$ cat config.mk
export PLATFORM = sky130hd
export DESIGN_NAME = scc_mem_arbiter_flat
export DESIGN_NICKNAME = d
export VERILOG_FILES = /design/src/rtl/scc_mem_arbiter_if.sv /design/src/rtl/scc_mem_arbiter.sv /design/src/flat_wrapper.sv
export SDC_FILE = /design/constraint.sdc
export NUM_CORES = 1
export LEC_CHECK = 0
export ABC_AREA = 1
export CAP_MARGIN = 20
export CELL_PAD_IN_SITES_DETAIL_PLACEMENT = 0
export CELL_PAD_IN_SITES_GLOBAL_PLACEMENT = 2
export CORE_MARGIN = 4
export CORE_UTILIZATION = 22
export DETAILED_ROUTE_END_ITERATION = 7
export PLACE_DENSITY_LB_ADDON = 0.1
export SETUP_SLACK_MARGIN = 0.02
export SLEW_MARGIN = 15
export SYNTH_ARGS = -nofsm -noshare
export SYNTH_HDL_FRONTEND = slang
export SYNTH_SLANG_ARGS = --single-unit
$ cat constraint.sdc
create_clock -name clk -period 6.1 [get_ports clk]
set_clock_uncertainty 0.15 [all_clocks]
set_input_delay 1.22 -clock clk [delete_from_list [all_inputs] [get_ports clk]]
set_output_delay 1.22 -clock clk [all_outputs]
set_load 0.03 [all_outputs]
$ cat src/rtl/scc_mem_arbiter_if.sv
// scc_mem_arbiter_if: requester and memory-port signals of the SCC memory
// arbiter. The slave modport is the arbiter's view; master is the view of
// the surrounding fetch/data requesters and the memory.
interface scc_mem_arbiter_if #(
    parameter int unsigned ADDR_W = 32,
    parameter int unsigned DATA_W = 32
);
    // Fetch requester
    logic              if_req;
    logic [ADDR_W-1:0] if_addr;
    logic              if_gnt;
    logic              if_rvalid;
    logic [DATA_W-1:0] if_rdata;

    // Data requester
    logic              d_req;
    logic              d_we;
    logic [ADDR_W-1:0] d_addr;
    logic [DATA_W-1:0] d_wdata;
    logic              d_gnt;
    logic              d_rvalid;
    logic [DATA_W-1:0] d_rdata;

    // Memory port
    logic              mem_en;
    logic              mem_we;
    logic [ADDR_W-1:0] mem_addr;
    logic [DATA_W-1:0] mem_wdata;
    logic [DATA_W-1:0] mem_rdata;

    modport slave (
        input  if_req, if_addr, d_req, d_we, d_addr, d_wdata, mem_rdata,
        output if_gnt, if_rvalid, if_rdata, d_gnt, d_rvalid, d_rdata,
               mem_en, mem_we, mem_addr, mem_wdata
    );

    modport master (
        output if_req, if_addr, d_req, d_we, d_addr, d_wdata, mem_rdata,
        input  if_gnt, if_rvalid, if_rdata, d_gnt, d_rvalid, d_rdata,
               mem_en, mem_we, mem_addr, mem_wdata
    );
endinterface

$ cat src/rtl/scc_mem_arbiter.sv
// scc_mem_arbiter: shares one fixed-latency memory port between the
// instruction-fetch and data requesters. One transaction in flight at a time;
// all outputs are registered. Data has fixed priority over fetch unless
// SCC_ARB_RR_EN is defined, which alternates grants under contention.
module scc_mem_arbiter #(
    parameter int unsigned ADDR_W  = 32,
    parameter int unsigned DATA_W  = 32,
    parameter int unsigned MEM_LAT = 2
) (
    input logic             clk,
    input logic             reset,
    scc_mem_arbiter_if.slave bus
);
    typedef enum logic [1:0] {IDLE, ISSUE, WAIT, RESP} state_t;

    state_t            state, state_nx;
    logic              own_d, own_d_nx;      // 1 = data owns the transaction
    logic              lat_we, lat_we_nx;
    logic [3:0]        cnt, cnt_nx;
    logic              pick_d;
    logic              prefer_d;

    logic              if_gnt_q, if_gnt_nx;
    logic              d_gnt_q, d_gnt_nx;
    logic              if_rvalid_q, if_rvalid_nx;
    logic              d_rvalid_q, d_rvalid_nx;
    logic [DATA_W-1:0] if_rdata_q, if_rdata_nx;
    logic [DATA_W-1:0] d_rdata_q, d_rdata_nx;
    logic              mem_en_q, mem_en_nx;
    logic              mem_we_q, mem_we_nx;
    logic [ADDR_W-1:0] mem_addr_q, mem_addr_nx;
    logic [DATA_W-1:0] mem_wdata_q, mem_wdata_nx;

`ifdef SCC_ARB_RR_EN
    logic last_own_d;

    // Remember who owned the most recent issued access
    always_ff @(posedge clk or posedge reset) begin
        if (reset)
            last_own_d <= 1'b0;
        else if (state == ISSUE)
            last_own_d <= own_d;
    end

    assign prefer_d = ~last_own_d;
`else
    assign prefer_d = 1'b1;
`endif

    // Next-state and next-output logic; outputs are computed one cycle
    // ahead so that every port is driven straight from a flop
    always_comb begin
        state_nx     = state;
        own_d_nx     = own_d;
        lat_we_nx    = lat_we;
        cnt_nx       = cnt;
        pick_d       = 1'b0;
        if_gnt_nx    = 1'b0;
        d_gnt_nx     = 1'b0;
        if_rvalid_nx = 1'b0;
        d_rvalid_nx  = 1'b0;
        if_rdata_nx  = if_rdata_q;
        d_rdata_nx   = d_rdata_q;
        mem_en_nx    = 1'b0;
        mem_we_nx    = 1'b0;
        mem_addr_nx  = '0;
        mem_wdata_nx = '0;

        case (state)
            IDLE: begin
                if (bus.d_req || bus.if_req) begin
                    pick_d       = bus.d_req && (!bus.if_req || prefer_d);
                    own_d_nx     = pick_d;
                    lat_we_nx    = pick_d && bus.d_we;
                    mem_en_nx    = 1'b1;
                    mem_we_nx    = pick_d && bus.d_we;
                    mem_addr_nx  = pick_d ? bus.d_addr : bus.if_addr;
                    mem_wdata_nx = pick_d ? bus.d_wdata : '0;
                    d_gnt_nx     = pick_d;
                    if_gnt_nx    = !pick_d;
                    state_nx     = ISSUE;
                end
            end
            ISSUE: begin
                if (lat_we) begin
                    state_nx = IDLE;
                end else begin
                    cnt_nx   = 4'(MEM_LAT);
                    state_nx = WAIT;
                end
            end
            WAIT: begin
                cnt_nx = cnt - 4'd1;
                if (cnt == 4'd1) begin
                    if (own_d) begin
                        d_rdata_nx  = bus.mem_rdata;
                        d_rvalid_nx = 1'b1;
                    end else begin
                        if_rdata_nx  = bus.mem_rdata;
                        if_rvalid_nx = 1'b1;
                    end
                    state_nx = RESP;
                end
            end
            RESP: begin
                state_nx = IDLE;
            end
            default: begin
                state_nx = IDLE;
            end
        endcase
    end

    // State, transaction context and registered outputs
    always_ff @(posedge clk or posedge reset) begin
        if (reset) begin
            state       <= IDLE;
            own_d       <= 1'b0;
            lat_we      <= 1'b0;
            cnt         <= '0;
            if_gnt_q    <= 1'b0;
            d_gnt_q     <= 1'b0;
            if_rvalid_q <= 1'b0;
            d_rvalid_q  <= 1'b0;
            if_rdata_q  <= '0;
            d_rdata_q   <= '0;
            mem_en_q    <= 1'b0;
            mem_we_q    <= 1'b0;
            mem_addr_q  <= '0;
            mem_wdata_q <= '0;
        end else begin
            state       <= state_nx;
            own_d       <= own_d_nx;
            lat_we      <= lat_we_nx;
            cnt         <= cnt_nx;
            if_gnt_q    <= if_gnt_nx;
            d_gnt_q     <= d_gnt_nx;
            if_rvalid_q <= if_rvalid_nx;
            d_rvalid_q  <= d_rvalid_nx;
            if_rdata_q  <= if_rdata_nx;
            d_rdata_q   <= d_rdata_nx;
            mem_en_q    <= mem_en_nx;
            mem_we_q    <= mem_we_nx;
            mem_addr_q  <= mem_addr_nx;
            mem_wdata_q <= mem_wdata_nx;
        end
    end

    assign bus.if_gnt    = if_gnt_q;
    assign bus.d_gnt     = d_gnt_q;
    assign bus.if_rvalid = if_rvalid_q;
    assign bus.d_rvalid  = d_rvalid_q;
    assign bus.if_rdata  = if_rdata_q;
    assign bus.d_rdata   = d_rdata_q;
    assign bus.mem_en    = mem_en_q;
    assign bus.mem_we    = mem_we_q;
    assign bus.mem_addr  = mem_addr_q;
    assign bus.mem_wdata = mem_wdata_q;
endmodule
$ cat src/flat_wrapper.sv
// flat-port wrapper written by rule: the top's interface ports become plain ports
module scc_mem_arbiter_flat 
#(
    parameter int unsigned ADDR_W  = 32,
    parameter int unsigned DATA_W  = 32,
    parameter int unsigned MEM_LAT = 2
)
  (clk, reset, bus_if_req, bus_if_addr, bus_d_req, bus_d_we, bus_d_addr, bus_d_wdata, bus_mem_rdata, bus_if_gnt, bus_if_rvalid, bus_if_rdata, bus_d_gnt, bus_d_rvalid, bus_d_rdata, bus_mem_en, bus_mem_we, bus_mem_addr, bus_mem_wdata);
  scc_mem_arbiter_if #(.ADDR_W(ADDR_W), .DATA_W(DATA_W)) bus_i ();
  input logic clk;
  input logic reset;
  input wire logic [$bits(bus_i.if_req)-1:0] bus_if_req;
  input wire logic [$bits(bus_i.if_addr)-1:0] bus_if_addr;
  input wire logic [$bits(bus_i.d_req)-1:0] bus_d_req;
  input wire logic [$bits(bus_i.d_we)-1:0] bus_d_we;
  input wire logic [$bits(bus_i.d_addr)-1:0] bus_d_addr;
  input wire logic [$bits(bus_i.d_wdata)-1:0] bus_d_wdata;
  input wire logic [$bits(bus_i.mem_rdata)-1:0] bus_mem_rdata;
  output wire logic [$bits(bus_i.if_gnt)-1:0] bus_if_gnt;
  output wire logic [$bits(bus_i.if_rvalid)-1:0] bus_if_rvalid;
  output wire logic [$bits(bus_i.if_rdata)-1:0] bus_if_rdata;
  output wire logic [$bits(bus_i.d_gnt)-1:0] bus_d_gnt;
  output wire logic [$bits(bus_i.d_rvalid)-1:0] bus_d_rvalid;
  output wire logic [$bits(bus_i.d_rdata)-1:0] bus_d_rdata;
  output wire logic [$bits(bus_i.mem_en)-1:0] bus_mem_en;
  output wire logic [$bits(bus_i.mem_we)-1:0] bus_mem_we;
  output wire logic [$bits(bus_i.mem_addr)-1:0] bus_mem_addr;
  output wire logic [$bits(bus_i.mem_wdata)-1:0] bus_mem_wdata;
  assign bus_i.if_req = bus_if_req;
  assign bus_i.if_addr = bus_if_addr;
  assign bus_i.d_req = bus_d_req;
  assign bus_i.d_we = bus_d_we;
  assign bus_i.d_addr = bus_d_addr;
  assign bus_i.d_wdata = bus_d_wdata;
  assign bus_i.mem_rdata = bus_mem_rdata;
  assign bus_if_gnt = bus_i.if_gnt;
  assign bus_if_rvalid = bus_i.if_rvalid;
  assign bus_if_rdata = bus_i.if_rdata;
  assign bus_d_gnt = bus_i.d_gnt;
  assign bus_d_rvalid = bus_i.d_rvalid;
  assign bus_d_rdata = bus_i.d_rdata;
  assign bus_mem_en = bus_i.mem_en;
  assign bus_mem_we = bus_i.mem_we;
  assign bus_mem_addr = bus_i.mem_addr;
  assign bus_mem_wdata = bus_i.mem_wdata;
  scc_mem_arbiter #(.ADDR_W(ADDR_W), .DATA_W(DATA_W), .MEM_LAT(MEM_LAT)) u_core (.clk(clk), .reset(reset), .bus(bus_i));
endmodule
# After elaboration in Yosys (flattened, before gate mapping)
# Index checks and enable logic that the tools add are counted.
# totals
out_inout_bits,134
ff_bits,142
# classes
n_addsub,1
reduce_logical,10
n_bitwise,1
n_eq_ne,7
mux,26
# op_table
cell,n
$mux 32,6
$mux 1,14
$pmux 2 s4,1
$pmux 4 s2,1
$mux 2,3
$reduce_and 2->1,3
$reduce_and 3->1,2
$eq 2x2->1 const B,2
$eq 4x1->1 const B,1
$mux 4,1
$ne 2x1->1 const B,2
$sub 4x1->4 const B,1
$eq 2x1->1 const B,1
$logic_not 2->1,1
$ne 2x2->1 const B,1
$reduce_bool 2->1,1
$logic_and 1x1->1,1
$logic_not 1->1,1
$logic_or 1x1->1,1
$not 1->1,1

# Longest topological paths before layout
# depth
depth_word,3
depth_mapped,8
mapped_depth_nobuf,7

# Worst setup path before layout
# Ideal clock, no wire load.
# synth_path
path_kind,input port to flip-flop
from,input bus_d_req
to,"register u_core.mem_addr_q[10], in the netlist u_core.bus.mem_addr[10]"
slack_ns,3.988
cell_stages,6
required_time_ns,5.885
arrival_ns,1.897
cell_sequence,buf_2 > nand3b_1 > inv_1 > buf_2 > nand2_1 > nand2_1
# synth_between
elab_chain_cells,3
elab_cells_between_ends,4
# synth_lines
item,line_no,text
start: declaration,flat_wrapper.sv:14,input wire logic [$bits(bus_i.d_req)-1:0] bus_d_req;
$mux 32 / $logic_or 1x1->1 (equally long branches),"scc_mem_arbiter.sv:77, scc_mem_arbiter.sv:71",
$mux 32 *,scc_mem_arbiter.sv:71,if (bus.d_req || bus.if_req) begin
$mux 32 *,scc_mem_arbiter.sv:69,case (state)
via u_core.mem_addr_nx[10],scc_mem_arbiter.sv:31,"logic [ADDR_W-1:0] mem_addr_q, mem_addr_nx;"
end signal: assignment,scc_mem_arbiter.sv:144,mem_addr_q <= mem_addr_nx;
end: declaration,scc_mem_arbiter.sv:31,
# Mark *: on every way through the listed nets, which the timed path passes. The rest lies on a longest branch.
# A chain may end at the register's enable or synchronous reset.

# Final worst setup path
# layout_path
from,"register u_core.if_rdata_q[29], in the netlist u_core.bus.if_rdata[29]"
to,output bus_if_rdata[29]
# layout_lines
item,line_no,text
start: declaration,scc_mem_arbiter.sv:27,"logic [DATA_W-1:0] if_rdata_q, if_rdata_nx;"
start signal: assignment,scc_mem_arbiter.sv:140,if_rdata_q <= if_rdata_nx;
end: declaration,flat_wrapper.sv:21,output wire logic [$bits(bus_i.if_rdata)-1:0] bus_if_rdata;
# No word-level cell between the ends.

==> results.tsv <==
metric	value	unit
vias	4658	
final_max_slew_viol_count	0	
pwr-share-clk	0.258	
worst-path-buf-inv	1	
largest_net_degree_at_the_start_of_global_routing	102	
timing.critical_path.max_delay_family	buffers and inverters	
cts_resized	0	
die_w	165	µm
crit-reg2reg-launch	u_core.cnt[1]	
rsz0062_at_grt	false	
number_of_core_rows	57	
initialDrtViolationCount	162	
dp_hpwl	12400	µm
post-place-cells	1142	
vdd_drop_max	156	µV
totalWireLength	18000	µm
worstMarginPinSlew	0.952	ns
place.port_buffers	266	
synth.net_count	712	
finalHoldViolCount	0	
first_global_vias	4807	
place_congestion	0.724	
nets	974	
cts.clk_slew.worst_paths	0.06	ns
clock_insertion_delay_worst_skew	0.41	ns
min-delay-path-class	reg -> reg	
dieHeight	165	µm
yosysTopAreaCellShare	0.658	
antenna_found_initial	2	
timing.reg2reg.setup_slack	3.40	ns
post-cts-setup-buffers	0	
kind_of_start_point_of_the_critical_path	register	
portion_of_total_power_attributed_to_sequential_cells	0.319	
h-tree-depth	4	
worst_path_largest_cell_delay	0.71	ns
final.fill_count	2475	
drcViolationCount	0	
total_leakage_power	4.21	nW
switching_share	0.388	
timing.fmax	0.351	GHz
avgViaCountPerCell	3.96	
core	24200	µm²
hold_buffers	0	
setup-tns-final	0	ns
cells_taking_the_most_area_after_synthesis	dfrtp_1 66%, nand2_1 21%, nand3_1 3.5%	
run_status	finished clean	
power_per_cell_area	493	nW/µm²
switching_power	0.00172	W
period_needed	2.85	ns
synthesis.yosys.warnings	0	
route.antenna.remaining_nets	0	
start_util	0.223	
preCtsSetupSlack	2.59	ns
hold_start	u_core.bus.if_rdata[15]	
r2r-end	u_core.bus.d_rdata[29]	
detail_route.wl_per_cell	15.3	µm
design_area	8990	µm²
track_usage	0.133	
syn-mean-instance-area	9.35	µm²
syn2layout_area_growth	66.5	%
critical_path_class	reg -> out	
numCtsBuffers	17	
total_setup_violations_reported_at_the_end_of_the_flow	0	
internal-power	0.00271	W
drv.max_cap_violation_count	0	
cts.sinks	142	
worst_hold_path.num_cells	2	
die-area	27100	µm²
crit_slowest_cell	clkdlybuf4s50_1	
worst-endpoint-required	4.73	ns
crit_arrival	1.48	ns
slew_headroom	0.365	
root_buffer	clkbuf_16	
worst_r2r_path_depth	7	
p_comb_frac	0.422	
grt_pass1_wl	27600	µm
tritoncts	done	
count_of_antenna_diodes_in_the_layout	0	
synth_area_leader_cell	dfrtp_1	
crit_chain	clkdlybuf4s50_1	
crit_fanout	2	
timing.final.crit_share	0.467	
instance_area_after_placement	8300	µm²
grt_overflow	0	
final-instance-count-excl-fill	1175	
fin_worst_setup_slack	3.25	ns
boundaryPins	267	
clock_tree.buffer_depth	2	
synth_seq_area_share	0.658	
worst_setup_path_end_kind	primary output	
whs	0.322	ns
drive_above_1_share	0.0529	
worst-path-stages	1	
yosys_register_bits	142	
whs_endpoint	u_core.bus.if_rdata[15]	
synthesized_cell_area	5400	µm²
firstDrtPassIters	4	
syn-instance-count	577	
synth.distinct_cells	18	
[registers in the layout (all words and copies together), names as in the netlist, named ones only]
name / flops
u_core.bus.mem_addr: 32
u_core.bus.d_rvalid: 1
u_core.bus.if_rvalid: 1
u_core.bus.if_rdata: 32
u_core.bus.d_rdata: 32
u_core.cnt: 4
u_core.bus.mem_wdata: 32
u_core.bus.if_gnt: 1
u_core.bus.d_gnt: 1
u_core.lat_we: 1
u_core.bus.mem_we: 1
u_core.state: 1
u_core.own_d: 1
u_core.bus.mem_en: 1
[metrics by stage]
stage / util / power [W]
after floorplan: - / 0.00246
after global placement: 0.342 / 0.00330
after detailed placement: 0.342 / 0.00332
after CTS: 0.369 / 0.00450
after global routing: 0.371 / 0.00471
final: 0.371 / 0.00443
[area by class of cell]
type,instances,area [µm²],share of cell area
flip-flops and latches,142,3550,0.395
repair buffers,271,2740,0.304
multi-input cells,391,1590,0.176
clock buffers,18,429,0.0478
well taps,324,405,0.0451
clock inverters,13,214,0.0238
inverters,16,65.1,0.00724
[layout by cell type (no fill, tap or decap)]
cell             netlist  layout
bufinv_16              0       5
nor2_4                 3       3
buf_4                  9       2
ha_1                   2       2
dfrtp_1              142     142
inv_1                 13      12
clkinvlp_4             0       2
nand2_4                1       1
nand3_1               38      38
clkinv_4               0       4
inv_6                  0       2
nand2_1              298     298
nor2_1                40      40
o22ai_1                2       2
nand3b_1               1       1
clkinv_2               0       1
buf_8                  0       2
buf_16                 0       1
inv_2                  3       3
xor2_1                 1       1
nand2_2                2       2
o21ai_0                3       3
clkbuf_1               2       1
clkbuf_16              0      17
clkdlybuf4s50_1        0     266
[power groups by stage]
stage | combinational [W] | sequential, W | clock [W]
floorplan | 0.000442 | 0.00202 | 0
global placement | 0.00187 | 0.00142 | 0
detailed placement | 0.00189 | 0.00143 | 0
CTS | 0.00190 | 0.00142 | 0.00119
global route | 0.00202 | 0.00146 | 0.00123
finish | 0.00187 | 0.00141 | 0.00115
[cells in the mapped netlist (all sizes together)]
| master | n |
|---|---|
| clkbuf | 2 |
| inv | 16 |
| nand2 | 301 |
| o22ai | 2 |
| o21ai | 3 |
| nand3 | 38 |
| nor2 | 43 |
| xor2 | 1 |
| buf | 26 |
| dfrtp | 142 |
| nand3b | 1 |
| ha | 2 |
[kinds of logic after synthesis]
logic type      after synthesis  synth area share
simple gates                383             0.282
compound gates                5           0.00510
flops                       142             0.658
fa+ha+maj                     2           0.00464
buf+inv                      44            0.0478
xor+xnor                      1           0.00162
[how the worst max path moves through the flow]
stage                                        from                         end
final                     u_core.bus.if_rdata[29]            bus_if_rdata[29]
after global routing                        reset                u_core.own_d
after CTS                               bus_d_req     u_core.bus.mem_addr[20]
after detailed placement                bus_d_req     u_core.bus.mem_addr[20]
after global placement                  bus_d_req     u_core.bus.mem_addr[31]
after floorplan                             reset  asynchronous set/reset pin
[per-layer routing]
| metal | routed length [µm] | vias up | global-route usage |
|---|---|---|---|
| met4 | 127 | 4 | 0.0329 |
| met1 | 7330 | 2184 | 0.155 |
| met3 | 1990 | 12 | 0.0714 |
| met5 | 26 | - | 0 |
| li1 | - | 2287 | - |
| met2 | 8510 | 171 | 0.215 |
Power figures use the tool's default switching activity.
